--- config.mk ---
export PLATFORM = sky130hd
export DESIGN_NAME = la_jtagctrl
export DESIGN_NICKNAME = d
export VERILOG_FILES = /design/src/rtl/la_jtagctrl_pkg.sv /design/src/rtl/la_jtagctrl_tick.sv /design/src/rtl/la_jtagctrl.sv
export SDC_FILE = /design/constraint.sdc
export NUM_CORES = 1
export LEC_CHECK = 0
export CORE_AREA = 2 2 126 153
export DETAILED_ROUTE_END_ITERATION = 12
export DIE_AREA = 0 0 128 155
export PLACE_DENSITY = 0.73
export RECOVER_POWER = 25
export REMOVE_ABC_BUFFERS = 1
export SYNTH_ARGS = -nofsm -noshare
export SYNTH_HDL_FRONTEND = slang
export SYNTH_SLANG_ARGS = --single-unit
--- constraint.sdc ---
create_clock -name clk -period 3.6 [get_ports clk]
set_clock_uncertainty 0.15 [all_clocks]
set_input_delay 0.72 -clock clk [delete_from_list [all_inputs] [get_ports clk]]
set_output_delay 0.72 -clock clk [all_outputs]
set_load 0.02 [all_outputs]
--- src/rtl/la_jtagctrl_pkg.sv ---
// Shared opcodes, FSM encoding and TMS sequence lengths for the JTAG host sequencer.
package la_jtagctrl_pkg;

    localparam logic [1:0] OP_RST = 2'b00;
    localparam logic [1:0] OP_IR  = 2'b01;
    localparam logic [1:0] OP_DR  = 2'b10;
    localparam logic [1:0] OP_RUN = 2'b11;

    // TCK cycles with TRST low / TMS high before the single TMS=0 cycle.
    localparam int RST_CYC = 5;
    // Idle -> Shift-IR (1,1,0,0) and Idle -> Shift-DR (1,0,0).
    localparam int HDR_IR  = 4;
    localparam int HDR_DR  = 3;
    // Exit1 -> Update -> Idle (1,0).
    localparam int TRL     = 2;

    typedef enum logic [2:0] {
        ST_BOOT,
        ST_IDLE,
        ST_RST,
        ST_HDR,
        ST_SHIFT,
        ST_TRL,
        ST_RUN,
        ST_RESP
    } state_t;

endpackage

--- src/rtl/la_jtagctrl_tick.sv ---
// TCK divider: one tick every div+1 clk cycles while enabled, tck toggles per tick.
module la_jtagctrl_tick
    import la_jtagctrl_pkg::*;
#(
    parameter int DIVW = 8
) (
    input  logic            clk,
    input  logic            nreset,
    input  logic            en,
    input  logic [DIVW-1:0] div,
    output logic            rise_tick,
    output logic            fall_tick,
    output logic            tck
);

    logic [DIVW-1:0] cnt;
    logic            tick;

    assign tick      = en && (cnt == div);
    assign rise_tick = tick && !tck;
    assign fall_tick = tick && tck;

    // Divider counter and TCK phase; both park at 0 whenever disabled.
    always_ff @(posedge clk or negedge nreset) begin
        if (!nreset) begin
            cnt <= '0;
            tck <= 1'b0;
        end else if (!en) begin
            cnt <= '0;
            tck <= 1'b0;
        end else if (tick) begin
            cnt <= '0;
            tck <= ~tck;
        end else begin
            cnt <= cnt + DIVW'(1);
        end
    end

endmodule

--- src/rtl/la_jtagctrl.sv ---
// JTAG host sequencer: one command at a time, walks the target TAP, shifts TDI, captures TDO.
// Handshakes: a transfer happens on a clk edge where valid and ready are both high;
// resp_valid/resp_data stay stable until resp_ready, req_ready is only high in IDLE.
module la_jtagctrl
    import la_jtagctrl_pkg::*;
#(
    parameter int DW   = 64,
    parameter int LW   = $clog2(DW) + 1,
    parameter int DIVW = 8
) (
    input  logic            clk,
    input  logic            nreset,
    input  logic [DIVW-1:0] div,
    input  logic            req_valid,
    input  logic [1:0]      req_op,
    input  logic [LW-1:0]   req_len,
    input  logic [DW-1:0]   req_data,
    output logic            req_ready,
    output logic            resp_valid,
    output logic [DW-1:0]   resp_data,
    input  logic            resp_ready,
    output logic            busy,
    output logic            jtag_tck_out,
    output logic            jtag_tms_out,
    output logic            jtag_tdi_out,
    output logic            jtag_trst_out,
    input  logic            jtag_tdo_in,
    output state_t          dbg_state
);

    state_t          state, state_next;
    logic [LW-1:0]   cnt, cnt_next;
    logic [1:0]      op_q, op_n;
    logic [LW-1:0]   len_q, len_n;
    logic [DW-1:0]   data_q, data_n, data_sh;
    logic [DIVW-1:0] div_q, div_n, tick_div;
    logic [DW-1:0]   cap_q;
    logic [LW-1:0]   hdr_last;
    logic            tms_n, tdi_n, trst_n;
    logic            accept, tick_en, rise_tick, fall_tick;

    assign accept     = (state == ST_IDLE) && req_valid;
    assign tick_en    = (state != ST_IDLE) && (state != ST_RESP);
    // BOOT has no accepted command, so it follows the live divider input.
    assign tick_div   = (state == ST_BOOT) ? div : div_q;
    assign req_ready  = (state == ST_IDLE);
    assign resp_valid = (state == ST_RESP);
    assign busy       = (state != ST_IDLE);
    assign resp_data  = cap_q;
    assign dbg_state  = state;

    la_jtagctrl_tick #(.DIVW(DIVW)) u_tick (
        .clk       (clk),
        .nreset    (nreset),
        .en        (tick_en),
        .div       (tick_div),
        .rise_tick (rise_tick),
        .fall_tick (fall_tick),
        .tck       (jtag_tck_out)
    );

    // Next state, phase counter, command latch, and the pin values for the next TCK cycle.
    always_comb begin
        state_next = state;
        cnt_next   = cnt;
        op_n       = op_q;
        len_n      = len_q;
        data_n     = data_q;
        div_n      = div_q;
        hdr_last   = (op_q == OP_IR) ? LW'(HDR_IR - 1) : LW'(HDR_DR - 1);
        case (state)
            ST_BOOT, ST_RST: if (fall_tick) begin
                if (cnt == LW'(RST_CYC)) begin
                    state_next = (state == ST_BOOT) ? ST_IDLE : ST_RESP;
                    cnt_next   = '0;
                end else begin
                    cnt_next = cnt + LW'(1);
                end
            end
            ST_IDLE: if (req_valid) begin
                op_n     = req_op;
                len_n    = (req_len > LW'(DW)) ? LW'(DW) : req_len;
                data_n   = req_data;
                div_n    = div;
                cnt_next = '0;
                if (req_op == OP_RST)      state_next = ST_RST;
                else if (len_n == '0)      state_next = ST_RESP;
                else if (req_op == OP_RUN) state_next = ST_RUN;
                else                       state_next = ST_HDR;
            end
            ST_HDR: if (fall_tick) begin
                if (cnt == hdr_last) begin
                    state_next = ST_SHIFT;
                    cnt_next   = '0;
                end else begin
                    cnt_next = cnt + LW'(1);
                end
            end
            ST_SHIFT: if (fall_tick) begin
                if (cnt == len_q - LW'(1)) begin
                    state_next = ST_TRL;
                    cnt_next   = '0;
                end else begin
                    cnt_next = cnt + LW'(1);
                end
            end
            ST_TRL: if (fall_tick) begin
                if (cnt == LW'(TRL - 1)) begin
                    state_next = ST_RESP;
                    cnt_next   = '0;
                end else begin
                    cnt_next = cnt + LW'(1);
                end
            end
            ST_RUN: if (fall_tick) begin
                if (cnt == len_q - LW'(1)) begin
                    state_next = ST_RESP;
                    cnt_next   = '0;
                end else begin
                    cnt_next = cnt + LW'(1);
                end
            end
            ST_RESP: if (resp_ready) state_next = ST_IDLE;
            default: state_next = ST_BOOT;
        endcase

        // Pins are a pure function of the upcoming (state, cnt), so they only change
        // at acceptance or on a falling tick.
        tms_n   = 1'b0;
        tdi_n   = 1'b0;
        trst_n  = 1'b1;
        data_sh = data_n >> cnt_next;
        case (state_next)
            ST_BOOT, ST_RST: begin
                trst_n = (cnt_next == LW'(RST_CYC));
                tms_n  = (cnt_next <  LW'(RST_CYC));
            end
            ST_HDR:   tms_n = (op_n == OP_IR) ? (cnt_next < LW'(HDR_IR - 2))
                                              : (cnt_next < LW'(HDR_DR - 2));
            ST_SHIFT: begin
                tms_n = (cnt_next == len_n - LW'(1));
                tdi_n = data_sh[0];
            end
            ST_TRL:   tms_n = (cnt_next == '0);
            default:  tms_n = 1'b0;
        endcase
    end

    // FSM state, phase counter and registered pin drives.
    always_ff @(posedge clk or negedge nreset) begin
        if (!nreset) begin
            state         <= ST_BOOT;
            cnt           <= '0;
            jtag_tms_out  <= 1'b1;
            jtag_tdi_out  <= 1'b0;
            jtag_trst_out <= 1'b1;
        end else begin
            state         <= state_next;
            cnt           <= cnt_next;
            jtag_tms_out  <= tms_n;
            jtag_tdi_out  <= tdi_n;
            jtag_trst_out <= trst_n;
        end
    end

    // Command latch and TDO capture; capture is cleared at acceptance so non-scan ops return 0.
    always_ff @(posedge clk or negedge nreset) begin
        if (!nreset) begin
            op_q   <= OP_RST;
            len_q  <= '0;
            data_q <= '0;
            div_q  <= DIVW'(1);
            cap_q  <= '0;
        end else begin
            op_q   <= op_n;
            len_q  <= len_n;
            data_q <= data_n;
            div_q  <= div_n;
            if (accept)
                cap_q <= '0;
            else if (state == ST_SHIFT && rise_tick)
                cap_q <= cap_q | (DW'(jtag_tdo_in) << cnt);
        end
    end

endmodule

Yosys cells after proc, flatten, opt, wreduce, memory -nomap -nowiden --
Cells that the tools add are included.
Word-level totals: register bits after elaboration 167, word-level logic and storage cells 111, output and inout bits 74, bits of input ports 86
Cells by class: add/sub/neg operators 4, mux-type cells 46, order comparisons 4, bitwise gates (word level) 2, eq/ne operators 24, reduce and logical (&&, ||, !) cells 17, shifts and indexed selects 2
Operator list (count):
- $mux 64 | 4
- $mux 7 | 12
- $or 64x64->64 | 1
- $shl 1x7->64 | 1
- $shr 64x7->1 | 1
- $mux 3 | 16
- $pmux 7 s5 | 1
- $mux 8 | 3
- $pmux 3 s7 | 1
- $eq 3x3->1 const B | 6
- $eq 7x3->1 const B | 2
- $eq 7x7->1 | 2
- $logic_not 7->1 | 2
- $sub 7x1->7 const B | 2
- $eq 3x2->1 const B | 4
- $add 8x1->8 const B | 1
- $eq 8x8->1 | 1
- $add 7x1->7 const B | 1
- $eq 7x1->1 const B | 1
- $eq 7x2->1 | 1
- $gt 7x7->1 const B | 1
- $lt 7x1->1 const B | 1
- $lt 7x2->1 const B | 1
- $lt 7x3->1 const B | 1
- 17 further kinds | 32

Logic depth before layout (Yosys ltp) --
Gate-level depths: netlist of the first run.
depth in word-level cells 10, gate-level depth with buffers 18

Cells and area by module --
From an unflattened synthesis of the first run, not the netlist that was laid out.
Second synthesis, totals: cells, all modules 946, area, all modules 8455.6 sq um
By module, submodules not included:
- la_jtagctrl | cells each 897, instances 1, area each 7962.6 sq um
- la_jtagctrl_tick | cells each 49, instances 1, area each 493.0 sq um

Least setup slack after synthesis of the first run --
No wires, ideal clock.
path type register -> register, start point register state[0] (netlist: dbg_state[0]), end point register jtag_tdi_out, data arrival time 3.637 ns, stages on the path, launching flop included 15, period minus slack after synthesis 3.922 ns, setup slack -0.322 ns, cell sequence dfrtp_1 buf_4 o31ai_1 a21oi_1 or3_4 or4_4 nor4_4 o21a_1 buf_2 buf_2 mux2_2 a2bb2oi_1 o211ai_1 o2111ai_1 nand4_1
On the way: word-level cells in the longest chain between the ends 9
Ends and longest elaborated chain:
- from (decl) | RTL line la_jtagctrl.sv:31 | state_t state, state_next;
- from (signal assigned) | RTL line la_jtagctrl.sv:158 | state <= state_next;
- $logic_not 3->1 | RTL line la_jtagctrl.sv:45, la_jtagctrl.sv:71, la_jtagctrl.sv:74
- $mux 8 | RTL line la_jtagctrl.sv:45 | assign tick_div = (state == ST_BOOT) ? div : div_q;
- $eq 8x8->1 | RTL line la_jtagctrl_tick.sv:19 | assign tick = en && (cnt == div);
- $logic_and 1x1->1 | RTL line la_jtagctrl_tick.sv:19
- $logic_and 1x1->1 | RTL line la_jtagctrl_tick.sv:21 | assign fall_tick = tick && tck;
- $mux 7, or another cell as far along | RTL line la_jtagctrl.sv:115 | ST_RUN: if (fall_tick) begin
- $pmux 7 s5 / $pmux 3 s7 (equally long branches) | RTL line la_jtagctrl.sv:71 | case (state)
- $shr 64x7->1 / $eq 3x3->1 (equally long branches) | RTL line la_jtagctrl.sv:132, la_jtagctrl.sv:133
- $mux 1 * | RTL line la_jtagctrl.sv:133 | case (state_next)
- net tdi_n | RTL line la_jtagctrl.sv:39 | logic tms_n, tdi_n, trst_n;
- to (signal assigned) | RTL line la_jtagctrl.sv:161 | jtag_tdi_out <= tdi_n;
- to (decl) | RTL line la_jtagctrl.sv:25 | output logic jtag_tdi_out,
The timed path passes the listed nets; every way through them passes the cells marked *. A chain may end at the register's enable or synchronous reset.

Worst setup path after layout of the first run --
start point input div[6], end point register jtag_tms_out
On the way: word-level cells in the longest chain between the ends 9
Ends and longest elaborated chain:
- from (decl) | RTL line la_jtagctrl.sv:13 | input logic [DIVW-1:0] div,
- $mux 8 * | RTL line la_jtagctrl.sv:45
- $eq 8x8->1 * | RTL line la_jtagctrl_tick.sv:19
- $logic_and 1x1->1 * | RTL line la_jtagctrl_tick.sv:19
- $logic_and 1x1->1 * | RTL line la_jtagctrl_tick.sv:21
- $mux 7, or another cell as far along | RTL line la_jtagctrl.sv:115
- $pmux 7 s5 / $pmux 3 s7 (equally long branches) | RTL line la_jtagctrl.sv:71
- $lt 7x1->1, or another cell as far along | RTL line la_jtagctrl.sv:139 | : (cnt_next < LW'(HDR_DR - 2));
- $mux 1 / $reduce_or 2->1 (equally long branches) | RTL line la_jtagctrl.sv:138, la_jtagctrl.sv:133
- $pmux 1 s4 * | RTL line la_jtagctrl.sv:133
- net tms_n | RTL line la_jtagctrl.sv:39
- to (signal assigned) | RTL line la_jtagctrl.sv:160 | jtag_tms_out <= tms_n;
- to (decl) | RTL line la_jtagctrl.sv:24 | output logic jtag_tms_out,
Marks and branches as above.

==> metrics, run 1 <==
Max Freq=about 250 MHz; final worst setup slack=-370.4 ps; Area Overhead vs Synth=41.10%; Async SR Flop Fraction=100.0%; row cnt=55; final core occ=66.45%; HP Class=reg2reg; RSZ-0062 raised after global routing=yes; num ports=160; Cell Chain, Critical Path=clkdlybuf4s50_1, and2_1, o221ai_1, a211o_1, nor4_1, buf_4, nand4_1, o21a_4, o311a_1, a2111oi_2, o211ai_1, a222oi_1; clock-pin slew of the registers on the worst-case setup and hold paths=70 ps; vias in the first global route=around 8300; synthesized flop and latch total=167; DR vias/cell=5.472; violated checks=max-capacitance violations, max-slew violations, negative setup slack; R2R depth=14; Max FO, Critical Path=6; initial antenna violation count=0; commonest non-fill, non-tap cell in the layout=nand2_1; min Tclk post-route=3970 ps; Starting Density=47.10%; mux share of post-synthesis cell area=3.918%; Slew headroom=-31.46%; Peak VDD IR=about 470 uV; Post-Synth XOR/XNOR Area=under 10%; layout cell share with drive strength beyond 1=17.91%; Pre-antenna DRT Iters=6; largest family of logic cells by synthesized area=simple AND/OR/NAND/NOR gates; Synth Area in Simple Gates=26.71%; Final ANT Viol Nets=0; Core ar.=18440 sq um; Fin. Hold Viols=0; global route overflow=0; Tightest Pin Transition=just under 2000 ps; Filler cells=1538; met1 Use GR=35.24%; GRT Total Usage=26.82%; CTS Buf Count=17; sequential share of the synthesized area=~48%; Worst Path Class, Setup=in2reg; Required @ worst endpoint=3780 ps; FF-to-FF Start=dbg_state[2]$_DFF_PN0_; first-pass GRT wire length=42.18 mm; run status=complete, but fails checks; Final Slew Violations=82; chip height=155 microns; average size of a mapped cell=8.507 sq um; Synth Area in Adders=less than 1%; later-pin clock latency in the skew report=440 ps; Critical Path AT=4150 ps; largest net degree at the start of global routing=between 80 and 90; most frequent cells in the layout=nand2_1 (252), dfrtp_1 (162), clkdlybuf4s50_1 (154), nor2_1 (132), buf_4 (129); Synth Area in Compound Gates=about 14%; nets@finish=roughly 1400; R2R setup slack=-340 ps; Tot Pwr=8.388 mW; P per Cell Area=684.4 nW/um^2; Yosys cell types=78; CP Capture Type=register; max cap viols=1; initial drt markers=approximately 740; CTS max path bufs=2; crit share post-route=110.3%; reg-to-reg endpoint=jtag_tms_out$_DFF_PN1_; Sequential Area=4185 sq um; Synth Warn #=0; GPL Wtd Cong=0.9813; crit path launch type=input port; H-tree depth=4; met3 usage=under 10%; multi-input logic area=4285 sq um; HP Start=data_q[13]$_DFF_PN0_; clock root cell=clkbuf_16; Routed wire per std cell=~17 microns; drt total wl=26.40 mm; Clock Sink Count=approximately 170; Final setup viols=2; cell count after synthesis=1021; Synth Flop Type=dfrtp_1; pre-CTS setup slack=-916.3 ps; Hold Path Depth=2; max incr delay on CP=500 ps; Remaining DRCs=0; die area=19840 sq um; Hold Path End=data_q[13]$_DFF_PN0_; worst hold margin=327.4 ps; CP max stage cell=clkdlybuf4s50_1; Vias=8366; GR peak layer=met2; HPWL after detailed placement=19.32 mm; CTS tree=done; IO buf count=159; Mapped Area=around 8700 sq um; # diodes=0; width of the die=128 microns; P_leak=~6 nW; number of synthesized flops with an enable pin=0; met2 Track Usage GR=43.62%
==> routing by layer <==
layer | share of wire [%] | wire length (microns)
met1 | 43 | 11330
met2 | 49 | 12890
met5 | 0 | 0
met3 | 5.1 | 1345
met4 | 3.2 | 832
==> layout make-up <==
cell class / count / share of cell area, %
tap: 228 / 2.328
clock buffer: 17 / 3.471
clock inverter: 15 / 1.511
multi-input combinational: 764 / 34.97
timing repair buffer: 302 / 22.47
sequential: 167 / 34.15
inverter: 36 / 1.103
==> sequential cells by signal (all words and copies together), names as in the netlist <==
signal         count
div_q              8
u_tick.cnt         8
jtag_tdi_out       1
dbg_state          3
cnt                7
len_q              7
jtag_trst_out      1
op_q               2
resp_data         64
u_tick.tck         1
jtag_tms_out       1
data_q            64
==> Yosys cell counts (all sizes together) (3+ instances only) <==
| cell | n | share of area (%) |
|---|---|---|
| o2bb2ai | 3 | 0.30 |
| nor3 | 20 | 1.3 |
| a2bb2oi | 3 | 0.50 |
| mux2i | 25 | 2.9 |
| or3 | 7 | 0.56 |
| nor2b | 5 | 0.36 |
| nor2 | 134 | 5.9 |
| mux2 | 8 | 1.0 |
| nand3 | 22 | 1.3 |
| buf | 13 | 0.81 |
| a31oi | 4 | 0.29 |
| a221oi | 8 | 0.81 |
| nand3b | 5 | 0.43 |
| nor3b | 6 | 0.52 |
| o31ai | 10 | 1.0 |
| ha | 5 | 0.72 |
| nand2 | 254 | 11 |
| or4b | 3 | 0.35 |
| o22ai | 4 | 0.36 |
| o211ai | 11 | 0.95 |
| or4 | 6 | 0.61 |
| dfrtp | 164 | 47 |
| nand2b | 11 | 0.79 |
| inv | 36 | 1.6 |
| a211oi | 5 | 0.43 |
| clkbuf | 41 | 1.8 |
| xor2 | 9 | 0.91 |
| and2 | 8 | 0.58 |
| and3 | 7 | 0.50 |
| a21oi | 84 | 4.8 |
| nor4 | 13 | 1.2 |
| o221ai | 3 | 0.30 |
| o21ai | 21 | 1.2 |
| nand4 | 9 | 0.72 |
| o31a | 3 | 0.30 |
| a31o | 3 | 0.30 |
| dfstp | 3 | 0.91 |
| xnor2 | 14 | 1.4 |
| o2111ai | 3 | 0.30 |
==> metrics by stage <==
stage                     TNS, ps  instance area (sq um)  instances
final                      -586.0                  12260       1529
after global routing       -919.6                  12260       1529
after CTS                  -545.7                  12110       1521
after detailed placement    -4381                  11410       1482
after global placement      -3181                  11410       1482
after floorplan           -163200                   8462        967
==> worst max path at each step <==
stage / start / to / slack, ps / depth (start not counted)
after floorplan: dbg_state[0]$_DFF_PN0_ / jtag_tms_out$_DFF_PN1_ / -2590 / 11
after global placement: div[1] / jtag_tdi_out$_DFF_PN0_ / -890 / 13
after detailed placement: div[1] / jtag_tdi_out$_DFF_PN0_ / -920 / 14
after CTS: dbg_state[1]$_DFF_PN0_ / jtag_tms_out$_DFF_PN1_ / -250 / 13
after global routing: dbg_state[2]$_DFF_PN0_ / jtag_tms_out$_DFF_PN1_ / -450 / 14
final: div[6] / jtag_tms_out$_DFF_PN1_ / -370 / 12
==> report_power, final <==
group          internal [mW]  switching, mW
registers               2.33          0.260
logic                   1.84           2.11
clock network          0.938          0.911
total                   5.11           3.28
==> kinds of logic after synthesis <==
group                    after synthesis
AO/OA/AOI/OAI                        185
XOR/XNOR                              23
adder cells (fa/ha/maj)                6
buffers and inverters                 90
flip-flops                           167
multiplexers                          33
AND/OR/NAND/NOR                      517
==> what timing repair did <==
item / 4_1_cts / 5_1_grt
pin swaps: 13 / 13
endpoints found under the hold margin: 0 / 0
buffers inserted: 7 / 8
hold buffers: 0 / 0
endpoints found under the setup margin: 3 / 3
resized for setup: 14 / 23
gates cloned: 0 / 0
==> worst max-delay path: cells and delay by family <==
family	cells	cell delay, ps
simple gates	3	780
buf+inv	2	700
compound gates	7	1960
(Power assumes the default switching activity.)
==> inputs of run 2 (changes only) <==
--- a/config.mk
+++ b/config.mk
@@ -6,6 +6,7 @@
 export NUM_CORES = 1
 export LEC_CHECK = 0
 export CORE_AREA = 2 2 126 153
+export CTS_CLUSTER_DIAMETER = 80
 export DETAILED_ROUTE_END_ITERATION = 12
 export DIE_AREA = 0 0 128 155
 export PLACE_DENSITY = 0.73
==> results of run 2 <==
No change in the layout: final DEF, timing and power equal those of run 1.
==> inputs of run 3 (changes only) <==
--- a/config.mk
+++ b/config.mk
@@ -5,6 +5,7 @@
 export SDC_FILE = /design/constraint.sdc
 export NUM_CORES = 1
 export LEC_CHECK = 0
+export CAP_MARGIN = 20
 export CORE_AREA = 2 2 126 153
 export CTS_CLUSTER_DIAMETER = 80
 export DETAILED_ROUTE_END_ITERATION = 12
==> results of run 3 <==
No change in the layout: final DEF, timing and power equal those of run 1.
